[src/rtl/mem_arb_pkg.sv]
// Shared types and defaults for the unified memory-port arbiter.
package mem_arb_pkg;
    localparam int DEF_ADDR_W = 16;
    localparam int DEF_DATA_W = 16;

    typedef enum logic [1:0] {IDLE, BUSY_I, BUSY_D, DROP} arbState_t;
    typedef enum logic [1:0] {SEL_NONE, SEL_IF, SEL_DM} arbSel_t;
endpackage

[src/rtl/mem_arb_sel.sv]
// Winner pick between fetch and data requesters.
// MEM_ARB_RR_EN selects alternating priority on conflict; otherwise data always wins.
module mem_arb_sel
    import mem_arb_pkg::*;
(
    input  logic    ifElig,
    input  logic    dmElig,
    input  logic    lastData,
    output arbSel_t sel
);
`ifndef MEM_ARB_RR_EN
    logic unusedLastData;
    assign unusedLastData = lastData;
`endif

    always_comb begin
        sel = SEL_NONE;
        if (ifElig && dmElig) begin
`ifdef MEM_ARB_RR_EN
            sel = lastData ? SEL_IF : SEL_DM;
`else
            sel = SEL_DM;
`endif
        end else if (dmElig) begin
            sel = SEL_DM;
        end else if (ifElig) begin
            sel = SEL_IF;
        end
    end
endmodule

[src/rtl/mem_arbiter.sv]
// Shares one memory port between fetch and memory stages; registers results, derives stalls.
// Optional MEM_ARB_RR_EN: alternating priority on conflict instead of data-first.
module mem_arbiter
    import mem_arb_pkg::*;
#(
    parameter int ADDR_W = DEF_ADDR_W,
    parameter int DATA_W = DEF_DATA_W
) (
    input  logic              clk,
    input  logic              rst_n,
    input  logic              ifReq,
    input  logic [ADDR_W-1:0] ifAddr,
    input  logic              ifFlush,
    output logic              ifDone,
    output logic [DATA_W-1:0] ifData,
    input  logic              dmRd,
    input  logic              dmWr,
    input  logic [ADDR_W-1:0] dmAddr,
    input  logic [DATA_W-1:0] dmWData,
    output logic              dmDone,
    output logic [DATA_W-1:0] dmRData,
    output logic              stallF,
    output logic              stallM,
    output logic              memReq,
    output logic              memWr,
    output logic [ADDR_W-1:0] memAddr,
    output logic [DATA_W-1:0] memWData,
    input  logic              memAck,
    input  logic [DATA_W-1:0] memRData
);
    arbState_t state;
    arbSel_t   sel;
    logic      ifElig;
    logic      dmElig;
    logic      lastData;

    // A request seen in its own Done cycle is the one just served, not a new one.
    assign ifElig = ifReq & ~ifDone;
    assign dmElig = (dmRd | dmWr) & ~dmDone;

    assign stallF = ifReq & ~ifDone;
    assign stallM = (dmRd | dmWr) & ~dmDone;

    mem_arb_sel uSel (
        .ifElig   (ifElig),
        .dmElig   (dmElig),
        .lastData (lastData),
        .sel      (sel)
    );

`ifdef MEM_ARB_RR_EN
    always_ff @(posedge clk or negedge rst_n) begin
        if (!rst_n) begin
            lastData <= 1'b0;
        end else if (state == IDLE && sel == SEL_DM) begin
            lastData <= 1'b1;
        end else if (state == IDLE && sel == SEL_IF) begin
            lastData <= 1'b0;
        end
    end
`else
    assign lastData = 1'b0;
`endif

    always_ff @(posedge clk or negedge rst_n) begin
        if (!rst_n) begin
            state    <= IDLE;
            memReq   <= 1'b0;
            memWr    <= 1'b0;
            memAddr  <= '0;
            memWData <= '0;
            ifDone   <= 1'b0;
            dmDone   <= 1'b0;
            ifData   <= '0;
            dmRData  <= '0;
        end else begin
            ifDone <= 1'b0;
            dmDone <= 1'b0;
            case (state)
                IDLE: begin
                    if (sel == SEL_DM) begin
                        memReq   <= 1'b1;
                        memWr    <= dmWr;   // rd+wr together is treated as a write
                        memAddr  <= dmAddr;
                        memWData <= dmWData;
                        state    <= BUSY_D;
                    end else if (sel == SEL_IF) begin
                        memReq  <= 1'b1;
                        memWr   <= 1'b0;
                        memAddr <= ifAddr;
                        state   <= BUSY_I;
                    end
                end
                BUSY_I: begin
                    if (memAck) begin
                        memReq <= 1'b0;
                        state  <= IDLE;
                        if (!ifFlush) begin
                            ifData <= memRData;
                            ifDone <= 1'b1;
                        end
                    end else if (ifFlush) begin
                        state <= DROP;
                    end
                end
                BUSY_D: begin
                    if (memAck) begin
                        memReq <= 1'b0;
                        memWr  <= 1'b0;
                        dmDone <= 1'b1;
                        state  <= IDLE;
                        if (!memWr) begin
                            dmRData <= memRData;
                        end
                    end
                end
                DROP: begin
                    // Memory cannot be cancelled; wait out the ack and discard it.
                    if (memAck) begin
                        memReq <= 1'b0;
                        state  <= IDLE;
                    end
                end
                default: state <= IDLE;
            endcase
        end
    end
endmodule
[config.mk]
export PLATFORM = sky130hd
export DESIGN_NAME = mem_arbiter
export DESIGN_NICKNAME = d
export VERILOG_FILES = /design/src/rtl/mem_arb_pkg.sv /design/src/rtl/mem_arb_sel.sv /design/src/rtl/mem_arbiter.sv
export SDC_FILE = /design/constraint.sdc
export NUM_CORES = 1
export LEC_CHECK = 0
export CORE_MARGIN = 2
export CORE_UTILIZATION = 43
export CTS_CLUSTER_SIZE = 30
export DETAILED_ROUTE_END_ITERATION = 12
export PLACE_DENSITY = 0.82
export SYNTH_ARGS = -nofsm -noshare
export SYNTH_HDL_FRONTEND = slang
export SYNTH_HIERARCHICAL = 1
export SYNTH_SLANG_ARGS = --single-unit
[constraint.sdc]
create_clock -name clk -period 5.05 [get_ports clk]
set_input_delay 1.515 -clock clk [delete_from_list [all_inputs] [get_ports clk]]
set_output_delay 1.515 -clock clk [all_outputs]
set_load 0.1 [all_outputs]
Yosys cells after proc, flatten, opt, wreduce, memory -nomap -nowiden
Index checks and enable logic that the tools add are counted.

word-level totals
  register bits after elaboration = 70
  input port bits = 71

operators by class
  eq/ne operators = 10
  mux-type cells = 23
  bitwise gates (word level) = 7
  reductions and logical operators = 13

operator list
  cell                                                   count
  two-way mux 16 bit                                     2
  two-way mux 2 bit                                      7
  AND reduction 3 bit                                    4
  two-way mux 1 bit                                      11
  equality test 2 bit, second input constant             3
  inequality test 3 bit, second input constant           2
  one-hot mux 2 bit (3 select lines)                     1
  AND reduction 2 bit                                    3
  equality test 2 x 1 -> 1 bit, second input constant    2
  inequality test 2 x 1 -> 1 bit, second input constant  2
  inverter 1 bit                                         4
  one-hot mux 1 bit (2 select lines)                     2
  nonzero test 2 bit                                     2
  OR reduction 3 bit                                     1
  bitwise AND 1 bit                                      2
  logical NOT 2 bit                                      1
  inequality test 2 bit, second input constant           1
  OR reduction 2 bit                                     1
  logical AND 1 bit                                      1
  OR 1 bit                                               1

Depth between registers and ports, before layout
Gate-level depths: netlist of run 1.

  depth after elaboration = 9
  mapped depth = 10
  mapped depth without buffers = 8

Cells and area by module
Netlist of run 1, hierarchy kept.

modules (own cells, without submodules)
  module       area an instance (um2)  instances  seq. area each (um2)  cells an instance
  mem_arbiter  2874.0                  1          1751.7                202
  mem_arb_sel  10.0                    1          0.0                   2

Least setup slack after synthesis of run 1
OpenSTA, ideal clock, no wires.

  kind = input -> register
  from = input ifReq
  to = register memAddr[10]
  stages on the path = 7
  arrival = 4.295 ns
  data required time = 4.913 ns
  path slack = 0.618 ns
  path buffers = 1
  library setup time = 0.137 ns
  path through = nor2b_1 -> nor2b_1 -> inv_1 -> ha_1 -> nor3_1 -> clkbuf_1 -> a21oi_1

between the ends
  word-level cells in the longest chain between the ends = 7
  elaborated cells between the ends (all ways) = 10

ends and longest elaborated chain
  what                                                                        RTL line                              text
  start, declared                                                             mem_arbiter.sv:11                     input logic ifReq,
  bitwise AND 1 bit (*)                                                       mem_arbiter.sv:38                     assign ifElig = ifReq & ~ifDone;
  two-way mux 1 bit                                                           mem_arb_sel.sv:26                     end else if (ifElig) begin
  two-way mux 2 bit                                                           mem_arb_sel.sv:24                     end else if (dmElig) begin
  two-way mux 2 bit (*)                                                       mem_arb_sel.sv:18                     if (ifElig && dmElig) begin
  named net sel[0]                                                            mem_arbiter.sv:32                     arbSel_t sel;
  equality test 2 bit / equality test 2 x 1 -> 1 bit (equally long branches)  mem_arbiter.sv:81, mem_arbiter.sv:87
  nonzero test 2 bit (no source line)                                         -
  AND reduction 2 bit (no source line)                                        -
  end signal, assigned                                                        mem_arbiter.sv:84                     memAddr <= dmAddr;
  end signal, assigned                                                        mem_arbiter.sv:90                     memAddr <= ifAddr;
  end, declared                                                               mem_arbiter.sv:26                     output logic [ADDR_W-1:0] memAddr,

Mark *: on every way through the listed nets, which the timed path passes. The rest lies on a longest branch.
A chain may end at the register's enable or synchronous reset.

Final worst setup path of run 1
  from = input dmWr
  to = output stallM

between the ends
  word-level cells in the longest chain between the ends = 2

ends and longest elaborated chain
  what               RTL line           text
  start, declared    mem_arbiter.sv:17  input logic dmWr,
  OR 1 bit           mem_arbiter.sv:42  assign stallM = (dmRd | dmWr) & ~dmDone;
  bitwise AND 1 bit  mem_arbiter.sv:42
  end, declared      mem_arbiter.sv:23  output logic stallM,

Every way passes these cells.

==> results of run 1 <==
[metal layers]
layer,share of wire (%),track usage [%]
met5,0,0
met4,0.90,6.926
met3,11,7.796
met2,49,31.53
met1,39,22.76
[state kept, by name, summed over array words and instances (netlist names)]
name,cells
dmRData,16
ifData,16
memAddr,16
memWData,16
state,2
dmDone,1
ifDone,1
memReq,1
memWr,1
[area by class of cell]
cell class                      instances  share of cell area [%]
Multi-Input combinational cell        117                   22.87
Clock inverter                          5                   1.297
Sequential cell                        70                   38.62
Inverter                                5                  0.4690
Tap cell                               77                   2.124
Timing Repair Buffer                  145                   31.50
Clock buffer                           11                   3.117
[through the flow]
| step | instances | hold slack, ns | instance area, µm² | util [%] |
|---|---|---|---|---|
| floorplan | 203 | 0.5446 | 2880 | - |
| global placement | 414 | 0.4881 | 4335 | 67.50 |
| detailed placement | 414 | 0.4953 | 4335 | 67.50 |
| CTS | 430 | 0.5130 | 4536 | 70.62 |
| global route | 430 | 0.5282 | 4536 | 70.62 |
| finish | 430 | 0.5114 | 4536 | 70.62 |
[how the worst max path moves through the flow]
stage                from           to  slack [ns]  depth (start not counted)
floorplan           ifReq  memAddr[10]        0.62                          7
global route         dmWr       stallM        0.93                          4
global placement    ifReq       stallF        0.99                          3
detailed placement   dmWr       stallM        0.98                          4
CTS                  dmWr       stallM        0.97                          4
finish               dmWr       stallM        0.96                          4
==> run_results.csv, run 1 <==
group,metric,value,unit
run_status,outcome,"finished, violations left",
run_status,violations,"design-rule violations",
finish,drive_above_1_share,21.53,%
timing,finClkSkew,0.009489,ns
cts,cts_max_level,3,
critical_path,worstPathArrival,2.57,ns
critical_path,crit_slowest_cell,"clkdlybuf4s50_1",
finish,final_common_cell,"clkdlybuf4s50_1",
finish,final_nets,420,
cts,cts_buffers,9,
cts,cts_num_sinks,70,
grt,grt_pass1_wl,10850,µm
flow_run,maxCapViolations,0,
detailed_routing,wl_per_cell,15.81,µm
critical_path,path_class,"primary input to primary output",
timing,tightest_slew,0.9984,ns
yosys,yosys_warnings,6,
critical_path,path_max_fanout,3,
detailed_routing,drtAntennaViolNets,0,
cts,postCtsSetupRepairBufs,0,
finish,fillers,465,
die,boundaryPins,141,
cts,clockBufferDepth,2,
detailed_routing,finalWirelength,6799,µm
die,die_h,85.85,µm
critical_path,startpoint_type,"primary input",
critical_path,cp_top_family,"buffers and inverters",
timing,rsz0062_at_grt,"false",
detailed_routing,drc_errors,10,
timing,fmax,244.7,MHz
place,place_congestion,0.7201,
critical_path,worst_path_most_repeated_cell,"nor2_1",
die,initial_core_util,44.85,%
yosys,synthCells,203,
critical_path,rr_worst_depth,6,
finish,seqCellArea,1752,µm²
timing,hold_viol,0,
finish,n_antenna_cell,0,
cts,cts-root-buf,"clkbuf_8",
hold_path,holdCritPathClass,"flop to flop",
yosys,syn_nets,275,
hold_path,min_path_cells,1,
detailed_routing,dr_total_vias,2137,
cts,clk_pin_slew_worst_paths,0.07,ns
finish,layout_common_cells,"clkdlybuf4s50_1 (137), dfrtp_1 (70), mux2_2 (39), nor2_1 (20), a21oi_1 (17)",
timing,setup_viol,0,
grt,grt_use_total,19.17,%
place,dp_hpwl,5047,µm
detailed_routing,drt_iter0_markers,107,
critical_path,max_stage_delay,0.49,ns
critical_path,reg2reg_slack,2.93,ns
die,core,6422,µm²
yosys,synth_area_per_cell,14.19,µm²
detailed_routing,routed_via_density,4.970,
cts,cts_tree,"built",
timing,final.min_clock_period,4.087,ns
hold_path,hold_path_startpoint,"ifData[8]",
hold_path,min_to,"ifData[8]",
critical_path,critPathBufInv,2,
grt,grt_start_max_net_pins,45,
place,pre_cts_slack,0.9834,ns
die,die_w,85.85,µm
timing,setup_ws,0.9625,ns
cts,post_cts_resized,0,
cts,cts-hold-fix-buffers,0,
grt,grt_antenna_before_repair,0,
critical_path,cp.required,3.54,ns
grt,grt_overflow,0,
critical_path,worstPathCellList,"clkdlybuf4s50_1, nor2_1, nor2_1, buf_4",
grt,grt_pass1_vias,2268,
finish,syn_to_final_growth,57.47,%
timing,final.setup.tns,0,ns
detailed_routing,first_pass_iters,9,
critical_path,end_kind,"primary output",
timing,final.period_utilization,80.94,%
yosys,synth_area,2880,µm²
timing,drv_slew,0,
finish,multiInputGateArea,1037,µm²
critical_path,worstReg2RegStart,"dmDone",
die,num_rows,29,
critical_path,reg2reg_to,"memWData[2]",
timing,relSlewSlack,33.23,%
place,port_buffers,140,
die,die-area,7369,µm²
cts,worstSkewPairLatency,0.33,ns
Power of run 1 is left out: the tool's default activity adds up to more than one toggle a clock period on the data nets, which glitch-free logic cannot reach.
==> run 2, diff against run 1 <==
--- a/config.mk
+++ b/config.mk
@@ -6,10 +6,10 @@
 export NUM_CORES = 1
 export LEC_CHECK = 0
 export CORE_MARGIN = 2
-export CORE_UTILIZATION = 43
+export CORE_UTILIZATION = 40
 export CTS_CLUSTER_SIZE = 30
 export DETAILED_ROUTE_END_ITERATION = 12
-export PLACE_DENSITY = 0.82
+export PLACE_DENSITY = 0.76
 export SYNTH_ARGS = -nofsm -noshare
 export SYNTH_HDL_FRONTEND = slang
 export SYNTH_HIERARCHICAL = 1
==> constraint.sdc (replaced) <==
create_clock -name clk -period 3.9 [get_ports clk]
set_input_delay 1.17 -clock clk [delete_from_list [all_inputs] [get_ports clk]]
set_output_delay 1.17 -clock clk [all_outputs]
set_load 0.1 [all_outputs]
==> run_results.csv, run 2 (synthesis gave the netlist of run 1 again) <==
group,metric,value,unit
run_status,outcome,"complete, no violations",
detailed_routing,finalWirelength,6763,µm
timing,final.min_clock_period,3.352,ns
timing,final.setup.tns,0,ns
grt,grt_start_max_net_pins,37,
timing,tightest_slew,0.9963,ns
die,core,6869,µm²
finish,multiInputGateArea,1042,µm²
die,num_rows,30,
detailed_routing,dr_total_vias,2103,
timing,finClkSkew,0.01029,ns
cts,cts_tree,"built",
detailed_routing,wl_per_cell,15.03,µm
grt,top_usage_layer,"met2",
finish,seqCellArea,1752,µm²
critical_path,worstPathCellList,"clkdlybuf4s50_1, nor2_1, nor2_2, buf_12",
critical_path,end_kind,"primary output",
finish,layout_common_cells,"clkdlybuf4s50_1 (112), dfrtp_1 (70), mux2_2 (39), buf_4 (31), nor2_1 (19)",
critical_path,cp.required,2.73,ns
cts,cts_max_level,3,
critical_path,path_max_fanout,3,
grt,grt.met3_usage,7.369,%
grt,grt.met2_usage,29.04,%
timing,fmax,298.4,MHz
grt,grt_antenna_before_repair,0,
cts,cts_num_sinks,70,
cts,worstSkewPairLatency,0.34,ns
critical_path,cp_top_family,"buffers and inverters",
timing,rsz0062_at_grt,"false",
grt,grt_use_total,18.02,%
place,place_congestion,0.7339,
timing,final.period_utilization,85.94,%
cts,cts-root-buf,"clkbuf_8",
flow_run,maxCapViolations,0,
hold_path,holdCritPathClass,"flop to flop",
grt,grt_overflow,0,
detailed_routing,routed_via_density,4.673,
grt,use_met1,21.29,%
timing,hold_viol,0,
cts,postCtsSetupRepairBufs,0,
timing,drv_slew,0,
die,die_w,88.86,µm
finish,syn_to_final_growth,56.60,%
cts,post_cts_resized,0,
detailed_routing,drc_errors,0,
critical_path,critPathBufInv,2,
grt,grt_pass1_wl,10700,µm
finish,final_nets,422,
detailed_routing,drt_iter0_markers,84,
die,die-area,7895,µm²
cts,cts_buffers,9,
detailed_routing,drtAntennaViolNets,0,
place,dp_hpwl,5083,µm
detailed_routing,first_pass_iters,4,
finish,final_common_cell,"clkdlybuf4s50_1",
critical_path,path_class,"primary input to primary output",
cts,cts-hold-fix-buffers,0,
cts,clk_pin_slew_worst_paths,0.06,ns
cts,clockBufferDepth,2,
critical_path,crit_slowest_cell,"clkdlybuf4s50_1",
finish,n_antenna_cell,0,
finish,drive_above_1_share,29.10,%
critical_path,max_stage_delay,0.54,ns
critical_path,worstPathArrival,2.18,ns
timing,whs,0.5066,ns
timing,relSlewSlack,33.37,%
finish,final_area,4511,µm²
critical_path,startpoint_type,"primary input",
place,placement.cell_area,4354,µm²
finish,fillers,547,
die,boundaryPins,141,
place,port_buffers,140,
grt,grt_pass1_vias,2262,
die,initial_core_util,41.93,%
timing,setup_viol,0,
die,die_h,88.86,µm
[run 2: changes by cell type in the layout (fill, tap and decap cells not counted), sizes merged]
| cell | delta |
|---|---|
| clkdlybuf4s50 | -25 |
| bufinv | -1 |
| buf | +27 |
[run 2: path summary, 6_finish.rpt]
path,from,to,slack [ns],cells past startpoint
worst max-delay path,dmWr,stallM,0.55,4
worst min-delay path,memWData[1],memWData[1],0.51,1
worst max register to register,ifDone,memAddr[13],2.02,8
worst min register to register,memWData[1],memWData[1],0.51,1
max in group asynchronous,rst_n,memWData[1],2.30,2
min in group asynchronous,rst_n,ifData[0],0.93,1
[run 2: through the flow]
stage	setup slack [ns]	cells	util, %
3_5_place_dp	0.5561	435	63.39
6_report	0.5483	450	65.66
2_1_floorplan	0.3608	203	-
3_3_place_gp	0.5633	435	63.39
5_1_grt	0.5304	450	65.66
4_1_cts	0.5560	450	65.66
[run 2: cell type report]
type | instances | share of cell area [%]
Sequential cell | 70 | 38.83
Clock inverter | 4 | 0.5548
Multi-Input combinational cell | 117 | 23.11
Clock buffer | 11 | 2.913
Tap cell | 96 | 2.663
Inverter | 5 | 0.4716
Timing Repair Buffer | 147 | 31.46
[run 2: worst reg2reg max path, delay by kind of cell (launching register included)]
family | cells | cell delay, ns
AO/OA/AOI/OAI | 1 | 0.13
flip-flops | 1 | 0.39
buffers and inverters | 2 | 0.30
AND/OR/NAND/NOR | 4 | 0.62
adder cells (fa/ha/maj) | 1 | 0.36
[run 2: metal layers]
metal	vias up	wire [µm]
met3	11	692
met2	88	3329
met4	0	108
li1	1005	-
met1	999	2633
met5	-	0
Power of run 2 is left out for the same reason.
==> run 3, diff against run 2 <==
--- a/config.mk
+++ b/config.mk
@@ -7,8 +7,8 @@
 export LEC_CHECK = 0
 export CORE_MARGIN = 2
 export CORE_UTILIZATION = 40
-export CTS_CLUSTER_SIZE = 30
 export DETAILED_ROUTE_END_ITERATION = 12
+export MAX_ROUTING_LAYER = met4
 export PLACE_DENSITY = 0.76
 export SYNTH_ARGS = -nofsm -noshare
 export SYNTH_HDL_FRONTEND = slang
==> run_results.csv, run 3 (synthesis gave the netlist of run 1 again) <==
group,metric,value,unit
cts,worstSkewPairLatency,0.34,ns
cts,cts-hold-fix-buffers,0,
cts,postCtsSetupRepairBufs,0,
timing,whs,0.5072,ns
finish,final_common_cell,"clkdlybuf4s50_1",
grt,grt_pass1_vias,2263,
finish,n_antenna_cell,0,
timing,fmax,298.4,MHz
grt,grt_pass1_wl,10680,µm
detailed_routing,drtAntennaViolNets,0,
grt,grt_antenna_before_repair,0,
place,port_buffers,140,
detailed_routing,wl_per_cell,14.97,µm
hold_path,holdCritPathClass,"flop to flop",
place,placement.cell_area,4354,µm²
critical_path,worstPathCellList,"clkdlybuf4s50_1, nor2_1, nor2_2, buf_12",
detailed_routing,routed_via_density,4.696,
cts,cts_tree,"built",
finish,drive_above_1_share,29.10,%
detailed_routing,first_pass_iters,4,
die,num_rows,30,
grt,use_met1,22.07,%
cts,cts_max_level,3,
finish,fillers,547,
hold_path,min_to,"memWData[15]",
finish,layout_common_cells,"clkdlybuf4s50_1 (112), dfrtp_1 (70), mux2_2 (39), buf_4 (31), nor2_1 (19)",
critical_path,cp_top_family,"buffers and inverters",
finish,final_area,4511,µm²
grt,grt.met2_usage,28.97,%
critical_path,path_class,"primary input to primary output",
critical_path,reg2reg_to,"memAddr[13]",
critical_path,critPathBufInv,2,
critical_path,worstPathArrival,2.18,ns
timing,rsz0062_at_grt,"false",
critical_path,worstReg2RegStart,"ifDone",
cts,cts_num_sinks,70,
hold_path,hold_path_startpoint,"memWData[15]",
critical_path,cp.required,2.73,ns
critical_path,crit_slowest_cell,"clkdlybuf4s50_1",
critical_path,path_max_fanout,3,
timing,final.period_utilization,85.94,%
timing,final.min_clock_period,3.352,ns
die,die_h,88.86,µm
die,initial_core_util,41.93,%
detailed_routing,drt_iter0_markers,95,
timing,drv_slew,0,
grt,grt_start_max_net_pins,37,
hold_path,min_path_cells,1,
cts,clockBufferDepth,2,
finish,final_nets,422,
finish,seqCellArea,1752,µm²
place,place_congestion,0.7429,
detailed_routing,drc_errors,0,
place,dp_hpwl,5083,µm
finish,utilization,65.66,%
critical_path,startpoint_type,"primary input",
critical_path,max_stage_delay,0.54,ns
finish,multiInputGateArea,1042,µm²
cts,cts-root-buf,"clkbuf_8",
grt,grt_overflow,0,
timing,tightest_slew,0.9963,ns
critical_path,end_kind,"primary output",
cts,post_cts_resized,0,
timing,hold_viol,0,
die,boundaryPins,141,
grt,grt.met3_usage,5.970,%
timing,finClkSkew,0.01109,ns
timing,final.setup.tns,0,ns
detailed_routing,dr_total_vias,2113,
run_status,outcome,"complete, no violations",
die,core,6869,µm²
finish,syn_to_final_growth,56.60,%
critical_path,reg2reg_slack,2.01,ns
timing,setup_viol,0,
cts,clk_pin_slew_worst_paths,0.07,ns
cts,cts_buffers,9,
die,die-area,7895,µm²
timing,relSlewSlack,33.37,%
die,die_w,88.86,µm
grt,grt_use_total,18.52,%
critical_path,rr_worst_depth,8,
flow_run,maxCapViolations,0,
detailed_routing,finalWirelength,6736,µm
grt,top_usage_layer,"met2",
[run 3: cell counts in the layout (fill, tap and decap cells not counted)]
No cell type changed its count.
[run 3: worst max path at each step]
stage | startpoint | endpoint | slack [ns] | cells past startpoint
3_3_place_gp | dmWr | stallM | 0.56 | 4
2_1_floorplan | dmWr | memWData[10] | 0.36 | 9
3_5_place_dp | dmWr | stallM | 0.56 | 4
6_report | dmWr | stallM | 0.55 | 4
4_1_cts | dmWr | stallM | 0.56 | 4
5_1_grt | dmWr | stallM | 0.53 | 4
[run 3: layout make-up]
| class | instances | share of cell area (%) |
|---|---|---|
| clock buffer | 11 | 2.913 |
| timing repair buffer | 147 | 31.46 |
| clock inverter | 4 | 0.5548 |
| tap | 96 | 2.663 |
| inverter | 5 | 0.4716 |
| sequential | 70 | 38.83 |
| multi-input combinational | 117 | 23.11 |
[run 3: through the flow]
stage	instances	worst slack [ns]
final	450	0.5483
after global routing	450	0.5304
after CTS	450	0.5560
after detailed placement	435	0.5561
after global placement	435	0.5633
after floorplan	203	0.3608
[run 3: metal layers]
layer,vias to the layer above,routed length [µm],share of wire (%)
met4,0,104,1.5
met1,1006,2663,40
met3,11,621,9.2
met2,94,3347,50
met5,-,0,0
li1,1002,-,-
Power of run 3 is left out for the same reason.
